## src/rtl/pattern_buffer_bank_pkg.sv

```systemverilog
// Shared constants for the pattern buffer bank: serial frame layout, rw/space encodings
// and the location of the seq_last register in sequence space.
package pattern_buf_pkg;

  // Bit positions within a frame, counted from the first bit shifted in.
  localparam int unsigned FrmRwOfs    = 0;
  localparam int unsigned FrmSpaceOfs = 1;
  localparam int unsigned FrmAddrOfs  = 2;

  typedef enum logic {
    RwRead  = 1'b0,
    RwWrite = 1'b1
  } rw_e;

  typedef enum logic {
    SpaceMem = 1'b0,
    SpaceSeq = 1'b1
  } space_e;

  // seq_last sits directly after the last sequence table entry.
  localparam int unsigned SeqLastOfs = 0;

  function automatic int unsigned frame_len(int unsigned a_w, int unsigned data_w);
    return FrmAddrOfs + a_w + data_w;
  endfunction

  function automatic int unsigned seq_last_idx(int unsigned seq_len);
    return seq_len + SeqLastOfs;
  endfunction

endpackage

```

## src/rtl/pattern_buffer_bank_serial_frame_rx.sv

```systemverilog
// Serial frame receiver: counts and shifts frame bits, decodes address/data, raises the write
// strobe on the final bit and shifts read data out on o_sout.
module serial_frame_rx
  import pattern_buf_pkg::*;
#(
  parameter int unsigned DATA_W = 8,
  parameter int unsigned A_W    = 8
) (
  input  logic              i_clk,
  input  logic              i_rst_n,
  input  logic              i_ssel,
  input  logic              i_sin,
  output logic              o_sout,
  output logic              o_we,
  output space_e            o_space,
  output logic [A_W-1:0]    o_addr,
  output logic [DATA_W-1:0] o_wdata,
  output space_e            o_rd_space,
  output logic [A_W-1:0]    o_rd_addr,
  input  logic [DATA_W-1:0] i_rdata
);

  localparam int unsigned F      = frame_len(A_W, DATA_W);
  localparam int unsigned HdrLen = FrmAddrOfs + A_W;
  localparam int unsigned CntW   = $clog2(F + 1);
  localparam int unsigned LeftW  = $clog2(DATA_W + 1);

  logic [CntW-1:0]   r_cnt;
  logic [F-2:0]      r_shift;
  logic [F-1:0]      w_frame;
  logic              w_active;
  logic              w_rd_load;
  rw_e               w_rw_hdr;
  rw_e               w_rw_full;
  logic              r_sout;
  logic [DATA_W-1:0] r_rd_sh;
  logic [LeftW-1:0]  r_rd_left;

  // Bits already shifted plus the one being sampled on this edge.
  assign w_frame   = {r_shift, i_sin};
  assign w_active  = i_ssel && (r_cnt < CntW'(F));
  assign w_rw_hdr  = rw_e'(w_frame[HdrLen-1-FrmRwOfs]);
  assign w_rw_full = rw_e'(w_frame[F-1-FrmRwOfs]);

  assign o_rd_space = space_e'(w_frame[HdrLen-1-FrmSpaceOfs]);
  assign o_rd_addr  = w_frame[A_W-1:0];
  assign w_rd_load  = i_ssel && (r_cnt == CntW'(HdrLen - 1)) && (w_rw_hdr == RwRead);

  assign o_space = space_e'(w_frame[F-1-FrmSpaceOfs]);
  assign o_addr  = w_frame[DATA_W +: A_W];
  assign o_wdata = w_frame[DATA_W-1:0];
  assign o_we    = i_ssel && (r_cnt == CntW'(F - 1)) && (w_rw_full == RwWrite);

  always_ff @(posedge i_clk or negedge i_rst_n) begin
    if (!i_rst_n) begin
      r_cnt   <= '0;
      r_shift <= '0;
    end else if (!i_ssel) begin
      r_cnt <= '0;
    end else if (w_active) begin
      r_cnt   <= r_cnt + 1'b1;
      r_shift <= w_frame[F-2:0];
    end
  end

  // Read data is launched on the edge that completes the address.
  always_ff @(posedge i_clk or negedge i_rst_n) begin
    if (!i_rst_n) begin
      r_sout    <= 1'b0;
      r_rd_sh   <= '0;
      r_rd_left <= '0;
    end else if (!i_ssel) begin
      r_sout    <= 1'b0;
      r_rd_left <= '0;
    end else if (w_rd_load) begin
      r_sout    <= i_rdata[DATA_W-1];
      r_rd_sh   <= i_rdata << 1;
      r_rd_left <= LeftW'(DATA_W - 1);
    end else if (r_rd_left != '0) begin
      r_sout    <= r_rd_sh[DATA_W-1];
      r_rd_sh   <= r_rd_sh << 1;
      r_rd_left <= r_rd_left - 1'b1;
    end else begin
      r_sout <= 1'b0;
    end
  end

  assign o_sout = r_sout;

endmodule

```

## src/rtl/pattern_buffer_bank.sv

```systemverilog
// Multi-buffer pattern store: serially loaded/read buffer memory and sequence table, with a
// stepped playback pointer selecting one registered byte per cycle.
module pattern_buffer_bank
  import pattern_buf_pkg::*;
#(
  parameter int unsigned DATA_W   = 8,
  parameter int unsigned NUM_BUFS = 8,
  parameter int unsigned FIELDS   = 32,
  parameter int unsigned SEQ_LEN  = 3,
  localparam int unsigned BUF_W   = $clog2(NUM_BUFS),
  localparam int unsigned FIELD_W = $clog2(FIELDS),
  localparam int unsigned SEQ_W   = (SEQ_LEN > 1) ? $clog2(SEQ_LEN) : 1
) (
  input  logic               sclk,
  input  logic               rst_n,
  input  logic               ssel,
  input  logic               sin,
  output logic               sout,
  input  logic               step,
  input  logic               sync_clear,
  output logic [DATA_W-1:0]  field_byte,
  output logic [BUF_W-1:0]   cur_buf,
  output logic [FIELD_W-1:0] field_ptr,
  output logic [SEQ_W-1:0]   seq_idx,
  output logic               wrap
);

  localparam int unsigned A_W   = BUF_W + FIELD_W;
  localparam int unsigned Depth = NUM_BUFS * FIELDS;

  logic              w_we;
  space_e            w_space;
  logic [A_W-1:0]    w_addr;
  logic [DATA_W-1:0] w_wdata;
  space_e            w_rd_space;
  logic [A_W-1:0]    w_rd_addr;
  logic [DATA_W-1:0] w_rdata;
  logic              w_sout;

  logic [DATA_W-1:0]  r_mem [Depth];
  logic [BUF_W-1:0]   r_seq [SEQ_LEN];
  logic [SEQ_W-1:0]   r_seq_last;
  logic [FIELD_W-1:0] r_field_ptr;
  logic [SEQ_W-1:0]   r_seq_idx;
  logic               r_wrap;
  logic [DATA_W-1:0]  r_field_byte;
  logic [BUF_W-1:0]   w_cur_buf;

  serial_frame_rx #(
    .DATA_W (DATA_W),
    .A_W    (A_W)
  ) u_rx (
    .i_clk      (sclk),
    .i_rst_n    (rst_n),
    .i_ssel     (ssel),
    .i_sin      (sin),
    .o_sout     (w_sout),
    .o_we       (w_we),
    .o_space    (w_space),
    .o_addr     (w_addr),
    .o_wdata    (w_wdata),
    .o_rd_space (w_rd_space),
    .o_rd_addr  (w_rd_addr),
    .i_rdata    (w_rdata)
  );

  always_ff @(posedge sclk or negedge rst_n) begin
    if (!rst_n) begin
      for (int i = 0; i < Depth; i++) r_mem[i] <= '0;
    end else if (w_we && (w_space == SpaceMem)) begin
      r_mem[w_addr] <= w_wdata;
    end
  end

  always_ff @(posedge sclk or negedge rst_n) begin
    if (!rst_n) begin
      for (int i = 0; i < SEQ_LEN; i++) r_seq[i] <= BUF_W'(i % NUM_BUFS);
      r_seq_last <= SEQ_W'(SEQ_LEN - 1);
    end else if (w_we && (w_space == SpaceSeq)) begin
      for (int i = 0; i < SEQ_LEN; i++) begin
        if (w_addr == A_W'(i)) r_seq[i] <= w_wdata[BUF_W-1:0];
      end
      if (w_addr == A_W'(seq_last_idx(SEQ_LEN))) begin
        r_seq_last <= (w_wdata > DATA_W'(SEQ_LEN - 1)) ? SEQ_W'(SEQ_LEN - 1)
                                                       : w_wdata[SEQ_W-1:0];
      end
    end
  end

  // Serial readback; unmapped sequence-space indices read as zero.
  always_comb begin
    w_rdata = '0;
    if (w_rd_space == SpaceMem) begin
      w_rdata = r_mem[w_rd_addr];
    end else begin
      for (int i = 0; i < SEQ_LEN; i++) begin
        if (w_rd_addr == A_W'(i)) w_rdata = DATA_W'(r_seq[i]);
      end
      if (w_rd_addr == A_W'(seq_last_idx(SEQ_LEN))) w_rdata = DATA_W'(r_seq_last);
    end
  end

  always_comb begin
    w_cur_buf = '0;
    for (int i = 0; i < SEQ_LEN; i++) begin
      if (r_seq_idx == SEQ_W'(i)) w_cur_buf = r_seq[i];
    end
  end

  // A lowered seq_last is honoured by the >= compare at the next sequence advance.
  always_ff @(posedge sclk or negedge rst_n) begin
    if (!rst_n) begin
      r_field_ptr <= '0;
      r_seq_idx   <= '0;
      r_wrap      <= 1'b0;
    end else if (sync_clear) begin
      r_field_ptr <= '0;
      r_seq_idx   <= '0;
      r_wrap      <= 1'b0;
    end else if (step) begin
      if (r_field_ptr == FIELD_W'(FIELDS - 1)) begin
        r_field_ptr <= '0;
        if (r_seq_idx >= r_seq_last) begin
          r_seq_idx <= '0;
          r_wrap    <= 1'b1;
        end else begin
          r_seq_idx <= r_seq_idx + 1'b1;
          r_wrap    <= 1'b0;
        end
      end else begin
        r_field_ptr <= r_field_ptr + 1'b1;
        r_wrap      <= 1'b0;
      end
    end else begin
      r_wrap <= 1'b0;
    end
  end

  always_ff @(posedge sclk or negedge rst_n) begin
    if (!rst_n) begin
      r_field_byte <= '0;
    end else begin
      r_field_byte <= r_mem[{w_cur_buf, r_field_ptr}];
    end
  end

  assign sout       = w_sout;
  assign field_byte = r_field_byte;
  assign cur_buf    = w_cur_buf;
  assign field_ptr  = r_field_ptr;
  assign seq_idx    = r_seq_idx;
  assign wrap       = r_wrap;

endmodule
```

## config.mk

```make
export PLATFORM = sky130hd
export DESIGN_NAME = pattern_buffer_bank
export DESIGN_NICKNAME = d
export VERILOG_FILES = /design/src/rtl/pattern_buffer_bank_pkg.sv /design/src/rtl/pattern_buffer_bank_serial_frame_rx.sv /design/src/rtl/pattern_buffer_bank.sv
export SDC_FILE = /design/constraint.sdc
export NUM_CORES = 2
export LEC_CHECK = 0
export CAP_MARGIN = 20
export CORE_ASPECT_RATIO = 1.75
export CORE_MARGIN = 2
export CORE_UTILIZATION = 45
export DETAILED_ROUTE_END_ITERATION = 8
export SYNTH_ARGS = -nofsm -noshare
export SYNTH_HDL_FRONTEND = slang
export SYNTH_SLANG_ARGS = --single-unit
```

## constraint.sdc

```tcl
create_clock -name sclk -period 3.2 [get_ports sclk]
set_clock_uncertainty 0.2 [all_clocks]
set_input_delay 0.64 -clock sclk [delete_from_list [all_inputs] [get_ports sclk]]
set_output_delay 0.64 -clock sclk [all_outputs]
set_load 0.05 [all_outputs]
```

### Word level (Yosys, flattened, before mapping)

Index checks and enable logic that the tools add are counted.

| storage, ports and cells | value |
|---|---|
| input bits | 6 |
| output and inout port bits | 20 |
| word-level logic and storage cells | 359 |
| register bits after elaboration | 2110 |

| cells by class | value |
|---|---|
| add/subtract/negate cells | 4 |
| equality and inequality tests | 13 |
| reductions and logical operators | 22 |
| magnitude comparators | 7 |
| mux-type cells | 39 |
| bitwise operators | 5 |

Operator list:

| operator | number |
|---|---|
| bitwise mux 2048 bit | 1 |
| binary-select mux 8 bit (select 8 bit) | 2 |
| 2-to-1 mux 8 bit | 11 |
| demux 8 bit (select 8 bit) | 1 |
| equality test 8 x 2 -> 1 bit (second input constant) | 4 |
| >= comparator 9 bit (second input constant) | 3 |
| NOT 8 -> 9 bit | 3 |
| 2-to-1 mux 5 bit | 5 |
| equality test 8 x 1 -> 1 bit (second input constant) | 2 |
| zero test 8 bit | 2 |
| AND reduction 2 bit | 7 |
| 2-to-1 mux 3 bit | 4 |
| 2-to-1 mux 4 bit | 3 |
| adder 5 x 1 -> 5 bit (second input constant) | 2 |
| equality test 5 bit (second input constant) | 2 |
| 2-to-1 mux 2 bit | 5 |
| less-than comparator 9 x 1 -> 1 bit (second input constant) | 1 |
| > comparator 8 x 2 -> 1 bit (second input constant) | 1 |
| logical AND 1 bit | 8 |
| 2-to-1 mux 1 bit | 7 |
| nonzero test 2 bit | 3 |
| equality test 5 x 4 -> 1 bit (second input constant) | 1 |
| less-than comparator 5 bit (second input constant) | 1 |
| nonzero test 4 bit | 1 |
| other kinds (9) | 10 |

### Depth between registers and ports, before layout

| depth | value |
|---|---|
| word-level depth | 8 |
| mapped depth | 14 |
| gate-level depth less buffers | 10 |

### Modules after synthesis

From an unflattened synthesis, not the netlist that was laid out.

| second synthesis, totals | value |
|---|---|
| cell total of the unflattened synthesis | 7256 |
| area total of the unflattened synthesis | 112964.6 um^2 |

Modules (own cells, without submodules):

| module | cells each | area an instance (um^2) | times used | sequential area each (um^2) |
|---|---|---|---|---|
| pattern_buffer_bank | 7099 | 111156.6 | 1 | 51928.6 |
| serial_frame_rx | 157 | 1808.0 | 1 | 850.8 |

### Worst setup path before layout

No wires, ideal clock.

| path | value |
|---|---|
| kind | reg2reg |
| start | register r_seq_idx[1] (netlist: seq_idx[1]) |
| end | register r_field_byte[0] (netlist: field_byte[0]) |
| library setup time | 0.067 ns |
| path buffers | 1 |
| period minus slack after synthesis | 3.494 ns |
| slack | -0.294 ns |
| required time | 2.933 ns |
| data arrival time | 3.227 ns |
| stages on the path, launching flop included | 11 |
| path through | dfrtp_1 > inv_1 > ha_1 > nor2b_1 > a221oi_1 > a21oi_1 > or3_1 > buf_1 > a31oi_1 > a2111oi_0 > and3_1 |

| on the way | value |
|---|---|
| word-level cells in the longest chain between the ends | 8 |
| elaborated cells on any way between the ends | 10 |
| classes of those cells | 2 x eq/ne; 6 x mux; 1 x bitwise; 1 x reduce/logical |

RTL lines:

| what | line | text |
|---|---|---|
| from (decl) | pattern_buffer_bank.sv:44 | `logic [SEQ_W-1:0] r_seq_idx;` |
| from (signal assigned) | pattern_buffer_bank.sv:127 | `r_seq_idx <= r_seq_idx + 1'b1;` |
| zero test 2 bit | pattern_buffer_bank.sv:106 | `if (r_seq_idx == SEQ_W'(i)) w_cur_buf = r_seq[i];` |
| 2-to-1 mux 3 bit (2 in a row) | pattern_buffer_bank.sv:106 |  |
| 2-to-1 mux 3 bit (*) | pattern_buffer_bank.sv:106 |  |
| named net cur_buf[2] | pattern_buffer_bank.sv:22 | `output logic [BUF_W-1:0] cur_buf,` |
| NOT 8 -> 9 bit (not written as such) (*) | pattern_buffer_bank.sv:143 | `r_field_byte <= r_mem[{w_cur_buf, r_field_ptr}];` |
| binary-select mux 8 bit (select 8 bit) (*) | pattern_buffer_bank.sv:143 |  |
| 2-to-1 mux 8 bit (not written as such) (*) (2 in a row) | pattern_buffer_bank.sv:143 |  |
| to (signal assigned) | pattern_buffer_bank.sv:143 |  |
| to (decl) | pattern_buffer_bank.sv:46 | `logic [DATA_W-1:0] r_field_byte;` |

Mark *: on every way through the listed nets, which the timed path passes. The rest lies on a longest branch. The select of a mux whose other input is x is not followed.
A chain may end at the register's enable or synchronous reset.

### Final worst setup path

| path | value |
|---|---|
| start | register r_seq_idx[1] (netlist: seq_idx[1]) |
| end | output cur_buf[0] |

| on the way | value |
|---|---|
| word-level cells in the longest chain between the ends | 4 |
| elaborated cells on any way between the ends | 6 |
| classes of those cells | 2 x eq/ne; 3 x mux; 1 x reduce/logical |

RTL lines:

| what | line |
|---|---|
| zero test 2 bit | pattern_buffer_bank.sv:106 |
| 2-to-1 mux 3 bit (2 in a row) | pattern_buffer_bank.sv:106 |
| 2-to-1 mux 3 bit (*) | pattern_buffer_bank.sv:106 |
| to (decl) | pattern_buffer_bank.sv:22 |

Every way passes the cells marked *; elsewhere a longest branch is shown, timed or not.

==> metrics.md <==
| Metric | Value |
|---|---|
| Vias in the first global route | `83185` |
| Total power | `0.06134 W` |
| CTS tree | `built` |
| DRC | `0` |
| Fin Hold WS | `0.1436 ns` |
| Initial antenna violation count | `16` |
| Required @ worst endpoint | `2.36 ns` |
| Fin crit period | `3.500 ns` |
| Synth cell types | `77` |
| Actual slew at the worst max-slew pin | `1.213 ns` |
| CP Capture Type | `primary output` |
| R2R Setup Slk | `-0.26 ns` |
| VDD IR max | `425.1 µV` |
| Count of input and output buffers | `25` |
| Synthesized Nets | `8507` |
| Sequential share of the synthesized area | `0.4764` |
| Synth Instances | `8491` |
| CTS Root Cell | `clkbuf_16` |
| Largest net degree at the start of global routing | `191` |
| Failing checks | `setup timing` |
| Power Density | `459.8 mW/mm²` |
| Drt first-iter violations | `8448` |
| Fmax | `285.7 MHz` |
| #FFs+latches synth | `2109` |
| CP startpoint kind | `register` |
| Max-slew violation count | `0` |
| Initial Utilization | `0.4514` |
| Sink Count | `2109` |
| H-tree depth | `4` |
| Layout fillers | `20391` |
| # rows | `241` |
| CORE AREA | `0.2455 mm²` |
| Final-report setup violation count | `17` |
| Per-cell routed wire length | `34.77 µm` |
| Crit-path most repeated cell | `buf_12` |
| CP arrival | `2.66 ns` |
| Die width | `379.1 µm` |
| Crit Path Class | `register to primary output` |
| RR Startpoint | `seq_idx[1]` |
| Most frequent cells in the layout | `2094 x dfrtp_1, 1431 x nand2_1, 1117 x mux2_2` |
| Gr usage total | `0.3502` |
| First-pass GRT wire length | `622.7 mm` |
| Final hold violations | `0` |
| Worst reg-to-reg path cell count | `15` |
| Via density | `6.482` |
| Share of layout cells above drive strength 1 | `0.4420` |
| Total die area | `0.2503 mm²` |
| Status | `finished with violations` |
| Final worst slack | `-0.3000 ns` |
| Unrepaired setup endpoints after global routing | `yes` |
| Yosys warns | `0` |
| Ports | `26` |
| Commonest non-fill, non-tap cell in the layout | `dfrtp_1` |
| Clk slew on worst S/H paths | `0.07 ns` |
| Aggregate global routing overflow | `0` |
| CP delay by family, top | `buffers and inverters` |
| Min-Delay Path Class | `input port to asynchronous set/reset pin` |
| Max cap viols | `0` |
| CTS Buffer Depth | `4` |
| Post-synth ARST share | `1.000` |
| Period utilization | `1.094` |
| Syn Area/Cell | `13.05 µm²` |
| Crit-path cells | `buf_6 -> ha_4 -> a21oi_4 -> a22o_4 -> clkinv_8 -> buf_12 -> buf_6 -> buf_12 -> buf_12` |
| Clk_lat worst skew | `0.89 ns` |
| DRT Wirelength | `438.1 mm` |
| Die span in y | `660.4 µm` |
| Number of flops mapped to enable cells by yosys | `0` |
| DP Wirelength | `313.8 mm` |
| Area grow syn2layout | `20.41%` |
| Synth Flop Type | `dfrtp_1` |
| Nets@finish | `9174` |
| Detailed-router iteration count before antenna repair | `8` |
| Vias | `81681` |
| Final weighted congestion in routability-driven placement | `1.033` |
| CP peak stage delay | `0.41 ns` |
| Finished Core Util | `0.5435` |
| CTS buffer count | `202` |
| Detail Route Antenna Nets | `0` |
| LEAKAGE | `57.83 nW` |
| Worst Path Buf+Inv | `6` |
| Crit path max fanout | `4` |
| Reg-to-Reg End | `field_byte[0]` |
| Cell area after synthesis | `0.1108 mm²` |
| CP max-delay cell | `dfrtp_1` |
| Relative slew slack | `0.1916` |
## report_power, final
group	internal [W]	switching [W]	leakage, nW
combinational	0.00292	0.00627	25.1
clock	0.0141	0.0110	3.32
sequential	0.0267	0.000278	29.4
## worst reg2reg max path: stages (launching register included)
cell and delay, ns:
dfrtp_1 0.39, inv_2 0.09, ha_4 0.18, nand3b_1 0.17
a22o_4 0.31, buf_12 0.16, buf_12 0.14, buf_4 0.15
mux2i_1 0.15, a32oi_2 0.21, o21ai_0 0.13, buf_4 0.20
a2111oi_2 0.40, buf_2 0.23, buf_4 0.12, and3_4 0.17
## metrics by stage
step / cells / setup WS, ns / setup TNS [ns] / cell area, µm²
2_1_floorplan: 8491 / 0.03025 / 0 / 110800
3_3_place_gp: 12110 / -1.228 / -302.09 / 123000
3_5_place_dp: 12112 / -1.304 / -348.88 / 123000
4_1_cts: 12530 / -0.3036 / -1.773 / 132000
5_1_grt: 12592 / -0.3303 / -1.915 / 133400
6_report: 12601 / -0.3000 / -1.603 / 133400
## metal layers
metal,vias to the layer above,global-route usage,wire (µm)
met2,4212,0.5633,208900
met5,-,0,34
met3,1475,0.06257,31660
met1,42978,0.3938,146200
met4,4,0.3251,51270
li1,33012,-,-
## how the worst max path moves through the flow
stage	start	to	slack (ns)	cells past startpoint
after floorplan	seq_idx[0]	field_byte[7]	0.03	12
after CTS	seq_idx[0]	cur_buf[0]	-0.30	9
final	seq_idx[1]	cur_buf[0]	-0.30	9
after detailed placement	sin	u_rx.r_rd_sh[3]	-1.30	12
after global placement	sin	u_rx.r_rd_sh[3]	-1.23	12
after global routing	seq_idx[1]	cur_buf[0]	-0.33	9
## state kept, by name, indices dropped and copies added, names as in the netlist
register	flops
r_mem	2048
u_rx.r_shift	17
r_seq	9
field_byte	8
u_rx.r_rd_sh	7
field_ptr	5
u_rx.r_cnt	5
u_rx.r_rd_left	4
r_seq_last	2
seq_idx	2
u_rx.o_sout	1
wrap	1
## Yosys cell counts, types with 15 or more instances
| cell type | n | share of area |
|---|---|---|
| a21oi_1 | 67 | 0.0030 |
| a22oi_1 | 48 | 0.0033 |
| a31oi_1 | 41 | 0.0023 |
| a32oi_1 | 32 | 0.0025 |
| buf_1 | 40 | 0.0014 |
| buf_2 | 177 | 0.0080 |
| buf_4 | 49 | 0.0033 |
| buf_6 | 15 | 0.0015 |
| clkbuf_1 | 542 | 0.018 |
| dfrtp_1 | 2106 | 0.48 |
| inv_1 | 17 | 0.00058 |
| mux2_2 | 1119 | 0.11 |
| mux2i_1 | 144 | 0.013 |
| mux4_2 | 1108 | 0.23 |
| nand2_1 | 1436 | 0.049 |
| nand2b_1 | 15 | 0.00085 |
| nand3_1 | 93 | 0.0042 |
| nor2_1 | 90 | 0.0030 |
| nor2_2 | 38 | 0.0021 |
| nor2_4 | 20 | 0.0020 |
| nor2b_1 | 19 | 0.0011 |
| nor3_1 | 24 | 0.0011 |
| o21ai_0 | 1014 | 0.046 |
| o22ai_1 | 33 | 0.0019 |
## cell families (layout without fill, tap and decap cells)
| family | Yosys count | count (layout) | share of synthesized area |
|---|---|---|---|
| xor gates and xnor gates | 5 | 5 | 0.0003953 |
| buffers and inverters | 848 | 1667 | 0.03387 |
| adders and majority gates | 10 | 10 | 0.001129 |
| and+or+nand+nor | 1800 | 1800 | 0.06721 |
| muxes | 2380 | 2380 | 0.3541 |
| DFF | 2109 | 2109 | 0.4764 |
| AOI/OAI and AO/OA | 1339 | 1339 | 0.06688 |
| other | 0 | 11 | 0 |
## cell type report
cell class                      count  area, µm²  share of cell area
Antenna cell                       11      27.53           0.0002063
Clock buffer                      295       6021             0.04513
Clock inverter                     61      695.7            0.005215
Inverter                           20      122.6           0.0009192
Multi-Input combinational cell   5534      55810              0.4184
Sequential cell                  2109      52820              0.3960
Tap cell                         3280       4104             0.03076
Timing Repair Buffer             1291      13800              0.1034
## what timing repair did
action | CTS | global route
hold buffers | 1 | 0
resized for setup | 286 | 154
buffers inserted | 54 | 62
cloned | 15 | 10
endpoints found under the setup margin | 23 | 20
pin swaps | 39 | 57
endpoints found under the hold margin | 448 | 0
(Power assumes the default switching activity.)
